File: src/rtl/reg_cmd_master_pkg.sv
// Shared constants and state encoding for the register command master.
// Frame bytes and FSM states are reused by host-side drivers.
package reg_cmd_master_pkg;

  localparam logic [7:0] SYNC_BYTE = 8'hAA;
  localparam logic [7:0] CMD_RD    = 8'h01;
  localparam logic [7:0] CMD_WR    = 8'h02;
  localparam logic [7:0] ACK_BYTE  = 8'hA5;
  localparam logic [7:0] NAK_BYTE  = 8'h5A;

  typedef enum logic [2:0] {
    ST_HUNT     = 3'd0,
    ST_CMD      = 3'd1,
    ST_ADDR     = 3'd2,
    ST_DATA     = 3'd3,
    ST_ISSUE    = 3'd4,
    ST_WAIT     = 3'd5,
    ST_SEND_HDR = 3'd6,
    ST_SEND_DAT = 3'd7
  } state_e;

endpackage

File: src/rtl/cycle_timer.sv
// Saturating cycle counter; expired once LIMIT enabled cycles elapsed.
// Ports: clk, rst (sync, high), clear, enable -> expired.
module cycle_timer #(
  parameter int unsigned LIMIT = 8
) (
  input  logic clk,
  input  logic rst,
  input  logic clear,
  input  logic enable,
  output logic expired
);

  localparam int W = $clog2(LIMIT + 2);
  localparam logic [W-1:0] LIM = W'(LIMIT);

  logic [W-1:0] cnt_q, cnt_d;

  always_comb begin
    cnt_d = cnt_q;
    if (clear)
      cnt_d = '0;
    else if (enable && cnt_q != LIM)
      cnt_d = cnt_q + W'(1);
  end

  always_ff @(posedge clk) begin
    if (rst) cnt_q <= '0;
    else     cnt_q <= cnt_d;
  end

  assign expired = (cnt_q == LIM);

endmodule

File: src/rtl/reg_cmd_master.sv
// Parses SYNC/CMD/ADDR/[DATA] byte frames, issues one register access,
// returns ACK+data or NAK+00. Ports: in_* (RX bytes), out_* (TX bytes),
// address/rx_* (issue to responder), tx_* (reply), drop_cnt.
module reg_cmd_master
  import reg_cmd_master_pkg::*;
#(
  parameter int unsigned RESP_TIMEOUT = 8,
  parameter int unsigned IDLE_TIMEOUT = 100000
) (
  input  logic       clk,
  input  logic       rst,
  input  logic [7:0] in_data,
  input  logic       in_valid,
  output logic [7:0] out_data,
  output logic       out_valid,
  input  logic       out_ready,
  output logic [7:0] address,
  output logic       address_valid,
  output logic [7:0] rx_data,
  output logic       rx_valid,
  input  logic [7:0] tx_data,
  input  logic       tx_valid,
  output logic [7:0] drop_cnt
);

  state_e     state_q, state_d;
  logic [7:0] addr_q, addr_d;
  logic [7:0] wdat_q, wdat_d;
  logic       is_wr_q, is_wr_d;
  logic [7:0] hdr_q, hdr_d;
  logic [7:0] dat_q, dat_d;
  logic [7:0] drop_q, drop_d;
  logic       drop;
  logic       in_frame;
  logic       state_chg;
  logic       idle_exp;
  logic       resp_exp;

  assign in_frame  = (state_q == ST_CMD) ||
                     (state_q == ST_ADDR) ||
                     (state_q == ST_DATA);
  assign state_chg = (state_d != state_q);

  // Timers expire on the last allowed cycle so the FSM
  // leaves exactly after LIMIT silent / waiting cycles.
  cycle_timer #(.LIMIT(IDLE_TIMEOUT - 1)) u_idle (
    .clk     (clk),
    .rst     (rst),
    .clear   (state_chg | in_valid),
    .enable  (in_frame),
    .expired (idle_exp)
  );

  // Counts WAIT cycles only; cycle k after ISSUE sees count k-1.
  cycle_timer #(.LIMIT(RESP_TIMEOUT - 1)) u_resp (
    .clk     (clk),
    .rst     (rst),
    .clear   (state_chg),
    .enable  (state_q == ST_WAIT),
    .expired (resp_exp)
  );

  always_comb begin
    state_d = state_q;
    addr_d  = addr_q;
    wdat_d  = wdat_q;
    is_wr_d = is_wr_q;
    hdr_d   = hdr_q;
    dat_d   = dat_q;
    drop    = 1'b0;
    unique case (state_q)
      ST_HUNT: begin
        if (in_valid) begin
          if (in_data == SYNC_BYTE) state_d = ST_CMD;
          else                      drop    = 1'b1;
        end
      end
      ST_CMD: begin
        if (in_valid) begin
          if (in_data == CMD_RD) begin
            is_wr_d = 1'b0;
            wdat_d  = '0;
            state_d = ST_ADDR;
          end else if (in_data == CMD_WR) begin
            is_wr_d = 1'b1;
            state_d = ST_ADDR;
          end else begin
            drop    = 1'b1;
            state_d = ST_HUNT;
          end
        end else if (idle_exp) begin
          drop    = 1'b1;
          state_d = ST_HUNT;
        end
      end
      ST_ADDR: begin
        if (in_valid) begin
          addr_d  = in_data;
          state_d = is_wr_q ? ST_DATA : ST_ISSUE;
        end else if (idle_exp) begin
          drop    = 1'b1;
          state_d = ST_HUNT;
        end
      end
      ST_DATA: begin
        if (in_valid) begin
          wdat_d  = in_data;
          state_d = ST_ISSUE;
        end else if (idle_exp) begin
          drop    = 1'b1;
          state_d = ST_HUNT;
        end
      end
      ST_ISSUE: begin
        // tx_valid here is a stale reply and is ignored
        drop    = in_valid;
        state_d = ST_WAIT;
      end
      ST_WAIT: begin
        drop = in_valid;
        if (tx_valid) begin
          hdr_d   = ACK_BYTE;
          dat_d   = tx_data;
          state_d = ST_SEND_HDR;
        end else if (resp_exp) begin
          hdr_d   = NAK_BYTE;
          dat_d   = '0;
          state_d = ST_SEND_HDR;
        end
      end
      ST_SEND_HDR: begin
        drop = in_valid;
        if (out_ready) state_d = ST_SEND_DAT;
      end
      ST_SEND_DAT: begin
        drop = in_valid;
        if (out_ready) state_d = ST_HUNT;
      end
      default: state_d = ST_HUNT;
    endcase
  end

  always_comb begin
    drop_d = drop_q;
    if (drop && drop_q != 8'hFF)
      drop_d = drop_q + 8'd1;
  end

  always_ff @(posedge clk) begin
    if (rst) begin
      state_q <= ST_HUNT;
      addr_q  <= '0;
      wdat_q  <= '0;
      is_wr_q <= 1'b0;
      hdr_q   <= '0;
      dat_q   <= '0;
      drop_q  <= '0;
    end else begin
      state_q <= state_d;
      addr_q  <= addr_d;
      wdat_q  <= wdat_d;
      is_wr_q <= is_wr_d;
      hdr_q   <= hdr_d;
      dat_q   <= dat_d;
      drop_q  <= drop_d;
    end
  end

  always_comb begin
    out_data = '0;
    unique case (1'b1)
      (state_q == ST_SEND_HDR): out_data = hdr_q;
      (state_q == ST_SEND_DAT): out_data = dat_q;
      default:                  out_data = '0;
    endcase
  end

  assign out_valid     = (state_q == ST_SEND_HDR) ||
                         (state_q == ST_SEND_DAT);
  assign address_valid = (state_q == ST_ISSUE);
  assign rx_valid      = address_valid & is_wr_q;
  assign address       = addr_q;
  assign rx_data       = wdat_q;
  assign drop_cnt      = drop_q;

endmodule
File: config.mk
export PLATFORM = sky130hd
export DESIGN_NAME = reg_cmd_master
export DESIGN_NICKNAME = d
export VERILOG_FILES = /design/src/rtl/reg_cmd_master_pkg.sv /design/src/rtl/cycle_timer.sv /design/src/rtl/reg_cmd_master.sv
export SDC_FILE = /design/constraint.sdc
export NUM_CORES = 1
export LEC_CHECK = 0
export CORE_MARGIN = 2
export CORE_UTILIZATION = 29
export CTS_CLUSTER_DIAMETER = 80
export DETAILED_ROUTE_END_ITERATION = 10
export GPL_ROUTABILITY_DRIVEN = 0
export GPL_TIMING_DRIVEN = 0
export PLACE_DENSITY = 0.5
export SETUP_SLACK_MARGIN = 0.3
export SYNTH_ARGS = -nofsm -noshare
export SYNTH_HDL_FRONTEND = slang
export SYNTH_SLANG_ARGS = --single-unit
File: constraint.sdc
create_clock -name clk -period 2.95 [get_ports clk]
set_input_delay 0.59 -clock clk [delete_from_list [all_inputs] [get_ports clk]]
set_output_delay 0.59 -clock clk [all_outputs]
set_load 0.01 [all_outputs]
# ---- Word level (Yosys, flattened, before mapping)
# Cells that the tools add are included.
dict set report totals {
  regBits 65
}
dict set report classes {
  add_sub_neg 3
  n_eq_ne 19
  mux 33
  n_bitwise 2
  n_reduce_logical 18
}
# operator n
set op_table {}
lappend op_table {{2-to-1 mux 8 bit} 7}
lappend op_table {{2-to-1 mux 3 bit} 11}
lappend op_table {{one-hot mux 8 bit (2 select lines)} 2}
lappend op_table {{one-hot mux 3 bit (8 select lines)} 1}
lappend op_table {{adder 17 x 1 -> 17 bit, second input constant} 1}
lappend op_table {{equality test 17 bit, second input constant} 1}
lappend op_table {{!= test 17 bit, second input constant} 1}
lappend op_table {{equality test 3 bit, second input constant} 4}
lappend op_table {{2-to-1 mux 1 bit} 9}
lappend op_table {{adder 8 x 1 -> 8 bit, second input constant} 1}
lappend op_table {{equality test 8 x 1 -> 1 bit, second input constant} 1}
lappend op_table {{equality test 8 x 2 -> 1 bit, second input constant} 1}
lappend op_table {{equality test 8 bit, second input constant} 1}
lappend op_table {{!= test 8 bit, second input constant} 1}
lappend op_table {{equality test 3 x 2 -> 1 bit, second input constant} 2}
lappend op_table {{nonzero test 2 bit} 3}
lappend op_table {{OR reduction 2 bit} 3}
lappend op_table {{adder 4 x 1 -> 4 bit, second input constant} 1}
lappend op_table {{equality test 4 x 3 -> 1 bit, second input constant} 1}
lappend op_table {{2-to-1 mux 2 bit} 2}
lappend op_table {{!= test 2 bit, second input constant} 2}
lappend op_table {{!= test 4 x 3 -> 1 bit, second input constant} 1}
lappend op_table {{one-hot mux 1 bit (4 select lines)} 1}
lappend op_table {{AND reduction 2 bit} 2}
lappend op_table {{other kinds (11)} 15}

# ---- Logic depth before layout (Yosys ltp)
# Gate-level depths: netlist of the first run.
dict set report depth {
  ltp_word 8
  mapped_depth 8
  mapped_depth_nobuf 6
}

# ---- Hierarchy
# A second synthesis of the first run with hierarchy kept.
dict set report hier_totals {
  cells_unflattened 365
  hier_area_um2 3044.2
}
# mod n_inst cells_per_inst area_per_inst_um2
set modules_own_cells {}
lappend modules_own_cells {reg_cmd_master 1 235 1921.8}
lappend modules_own_cells {{cycle_timer at u_idle} 1 107 914.6}
lappend modules_own_cells {{cycle_timer at u_resp} 1 23 207.7}

# ---- Worst setup path after synthesis of the first run
# Ideal clock, no wire load.
dict set report synth_timing {
  path_kind {input to register}
  start {input port in_data[7]}
  end {register drop_q[3], in the netlist drop_cnt[3]}
  arrival_ns 2.213
  required_time_ns 2.829
  setup_slack_ns 0.616
  stages 5
  cell_sequence {or4_4 -> or4b_4 -> nand4b_4 -> a21oi_2 -> mux2_4}
}
dict set report synth_between {
  elab_chain_cells 6
}
# element line_no
set synth_lines {}
lappend synth_lines {{from (decl)} reg_cmd_master.sv:12} ;# input logic [7:0] in_data,
lappend synth_lines {{equality test 8 x 2 -> 1 bit} reg_cmd_master.sv:84} ;# end else if (in_data == CMD_WR) begin
lappend synth_lines {{2-to-1 mux 1 bit} reg_cmd_master.sv:84}
lappend synth_lines {{2-to-1 mux 1 bit} reg_cmd_master.sv:80} ;# if (in_data == CMD_RD) begin
lappend synth_lines {{2-to-1 mux 1 bit} reg_cmd_master.sv:79} ;# if (in_valid) begin
lappend synth_lines {{one-hot mux 1 bit (4 select lines) (*)} reg_cmd_master.sv:71} ;# unique case (state_q)
lappend synth_lines {{logical AND 1 bit (*)} reg_cmd_master.sv:145} ;# if (drop && drop_q != 8'hFF)
lappend synth_lines {{to (signal assigned)} reg_cmd_master.sv:165} ;# drop_q <= drop_d;
lappend synth_lines {{to (decl)} reg_cmd_master.sv:32} ;# logic [7:0] drop_q, drop_d;
# Every way passes the cells marked *; elsewhere a longest branch is shown, timed or not.
# A chain may end at the register's enable or synchronous reset.

# ---- Final worst setup path of the first run
dict set report layout_timing {
  start {input port in_data[7]}
  end {register drop_q[7], in the netlist drop_cnt[7]}
}
# The elaborated chain is that of the path after synthesis.

==> impl_metrics.toml, run 1 <==
[final_layout]
layout-drive-gt1-share = 0.117
fillers = 1079
nNetsFinal = 445
diodes = 0
seq_area_sq_um = 1180
area_delta_synth_final_pct = 32.7
multi_input_area_sq_um = 1800

[timing]
period_needed_ns = 2.56
finClkSkew_ns = 0.00988
rsz0062_at_grt = "no"
fmax_ghz = 0.390
setup_viol = 0
post-route-period-util = 0.869
drv_slew = 0
hold_violations = 0
worst_slew_pin_slew_ns = 0.620
timing.setup.tns_ns = 0
max-slew-margin-rel = 0.585

[route]
first_pass_iters = 4
num_vias = 2824
wire_per_inst_um = 14.2
drtIter0Drc = 97
wl_um = 8000
routed_via_density = 5.02
drtAntennaViolNets = 0
drc = 0

[logic_synthesis]
yosys_most_used_dff = "dfxtp_1"
synth_area_leaders = "dfxtp_1 39%, a21oi_1 4.1%, nor2_1 3.7%"
postSynthAreaPerCell_sq_um = 8.60
yosysWarnings = 0
yosysSeqAreaShare = 0.386
synthArstFlopShare = 0
synth_top_area_frac = 0.386
netlist.top_cell.by_area = "dfxtp_1"
synth_edf_count = 0
synthDistinctLibCells = 57
synth_fp_nets = 380
synth_area_sq_um = 3060
synthCells = 356
synth-seq-cells = 59

[critical_path]
cp.required_ns = 3.18
arrival_ns = 2.80
cp_top_family = "simple AND/OR/NAND/NOR gates"
crit_cells = 6
worst-r2r-cell-count = 7
critical_path_class = "in -> reg"
cp_max_fo = 8
cpPeakStageDelay_ns = 0.60
crit_chain = "clkdlybuf4s50_1 -> or4_4 -> or4b_4 -> nand4b_4 -> a21oi_2 -> mux2_4"
critPathSlowestCell = "or4_4"
cp-start-kind = "primary input"
cp_num_buf_inv = 1
cp-end-kind = "register"

[power_and_ir_drop]
p_leak_nw = 1.32
power.density_cell_area_nw_per_um2 = 454
power.total_mw = 1.84
ir_drop_mv = 0.228

[place]
dp_hpwl_um = 5830
portBuffers = 52

[clocking]
cts_buffers = 9
cts_root_buffer = "clkbuf_8"
clk_latency_ns = 0.34
cts.sinks = 59
cts.path.max_buffers = 2
htreeDepth = 3
cts_tree = "done"
clkSlewWorstSetupHoldPaths_ns = 0.07

[floorplanning]
fp.dieW_um = 107
initial_core_util = 0.298
die_h_um = 107
fp.coreArea_sq_um = 10300
io_pins = 56
num_rows = 37
die-area_sq_um = 11400

[global_route]
grt_pass1_vias = 2666
antenna_found_initial = 0
grt_pass1_wl_um = 13000
grt_overflow = 0
grt_usage = 0.144
grt_start_max_net_pins = 11

[hold_path]
worstHoldPathCells = 2
hp-class = "reg -> reg"

[outcome]
status = "finished clean"

[job]
drv_cap = 0
synthesized netlist by cell type (all sizes together), types with 8 or more instances:
library cell,instances
mux2i,11
nor3,20
dfxtp,59
nor2,30
xnor2,9
or3,9
a21oi,30
clkbuf,18
nand3,17
nand2,29
a22oi,8
nand4,13
kinds of logic (layout without fill, tap and decap cells):
kind of cell	count (synthesis)	in the layout	synth area share
compound gates	70	70	0.154
mux	17	17	0.0654
buf+inv	28	98	0.0351
fa+ha+maj	3	3	0.0123
xor+xnor	15	15	0.0429
simple gates	164	164	0.304
flops	59	59	0.386
flip-flops by register name (all words and copies together), names as in the netlist:
register	flops
u_idle.cnt_q	17
address	8
dat_q	8
drop_cnt	8
rx_data	8
u_resp.cnt_q	4
state_q	3
hdr_q	2
is_wr_q	1
per-layer routing:
layer | part of all wire | wire length [um] | track usage | vias to the layer above
li1 | - | - | - | 1434
met1 | 0.47 | 3720 | 0.182 | 1327
met2 | 0.48 | 3830 | 0.237 | 50
met3 | 0.037 | 296 | 0.0310 | 13
met4 | 0.019 | 151 | 0.0603 | 0
met5 | 0 | 0 | 0 | -
area by class of cell:
class / count / share of cell area
repair buffers: 54 / 0.132
inverters: 7 / 0.00647
clock inverters: 4 / 0.0234
multi-input cells: 269 / 0.442
clock buffers: 12 / 0.0407
well taps: 136 / 0.0419
plain buffers: 21 / 0.0228
flip-flops and latches: 59 / 0.291
power breakdown:
group,internal (mW),leakage (nW),switching [mW],total (mW)
clock,0.629,0.133,0.323,0.952
combinational,0.0415,0.709,0.0476,0.0892
sequential,0.799,0.475,0.00404,0.803
stage by stage:
step                      setup WS, ns  hold slack [ns]  std cells   util  cell area, sq um
after floorplan                  0.616            0.456        356      -              3060
after global placement         0.00524            0.449        544  0.365              3750
after detailed placement        0.0118            0.453        544  0.365              3750
after CTS                        0.347            0.464        560  0.391              4020
after global routing             0.300            0.495        562  0.395              4060
final                            0.387            0.456        562  0.395              4060
worst paths after layout:
check | startpoint | endpoint | slack [ns]
worst max-delay path | in_data[7] | drop_cnt[7]$_SDFFE_PP0P_ | 0.39
worst min-delay path | rx_data[4]$_SDFFE_PP0P_ | rx_data[4]$_SDFFE_PP0P_ | 0.46
worst max register to register | u_idle.cnt_q[0]$_SDFFE_PP0P_ | u_idle.cnt_q[5]$_SDFFE_PP0P_ | 0.56
worst min register to register | rx_data[4]$_SDFFE_PP0P_ | rx_data[4]$_SDFFE_PP0P_ | 0.46
worst min-delay path, delay by kind of cell (launching register included):
family,cells,cell delay [ns]
compound gates,1,0.05
flops,1,0.31
simple gates,1,0.05
what timing repair did:
item | CTS | global route
hold buffers | 0 | 0
setup buffers | 0 | 2
pin swaps | 0 | 0
endpoints found under the setup margin | 11 | 28
gates resized for setup | 6 | 10
placed cells by master (no fill, tap or decap), drive strengths merged, types with 8 or more instances in the layout:
cell           count
dfxtp             59
clkdlybuf4s50     52
nor2              30
a21oi             30
nand2             29
clkbuf            28
nor3              20
nand3             17
nand4             13
mux2i             11
or3                9
xnor2              9
a22oi              8
Note: power is estimated with default switching activity, not from simulation.
==> inputs of run 2 (changes only) <==
Settings changed: CAP_MARGIN set to 20.
==> results of run 2 <==
Same layout as run 1: the final DEF is identical, and so are final timing and power.
==> inputs of run 3 (changes only) <==
Settings changed: ABC_CLOCK_PERIOD_IN_PS set to 2950.
==> results of run 3 <==
Same layout as run 1: the final DEF is identical, and so are final timing and power.
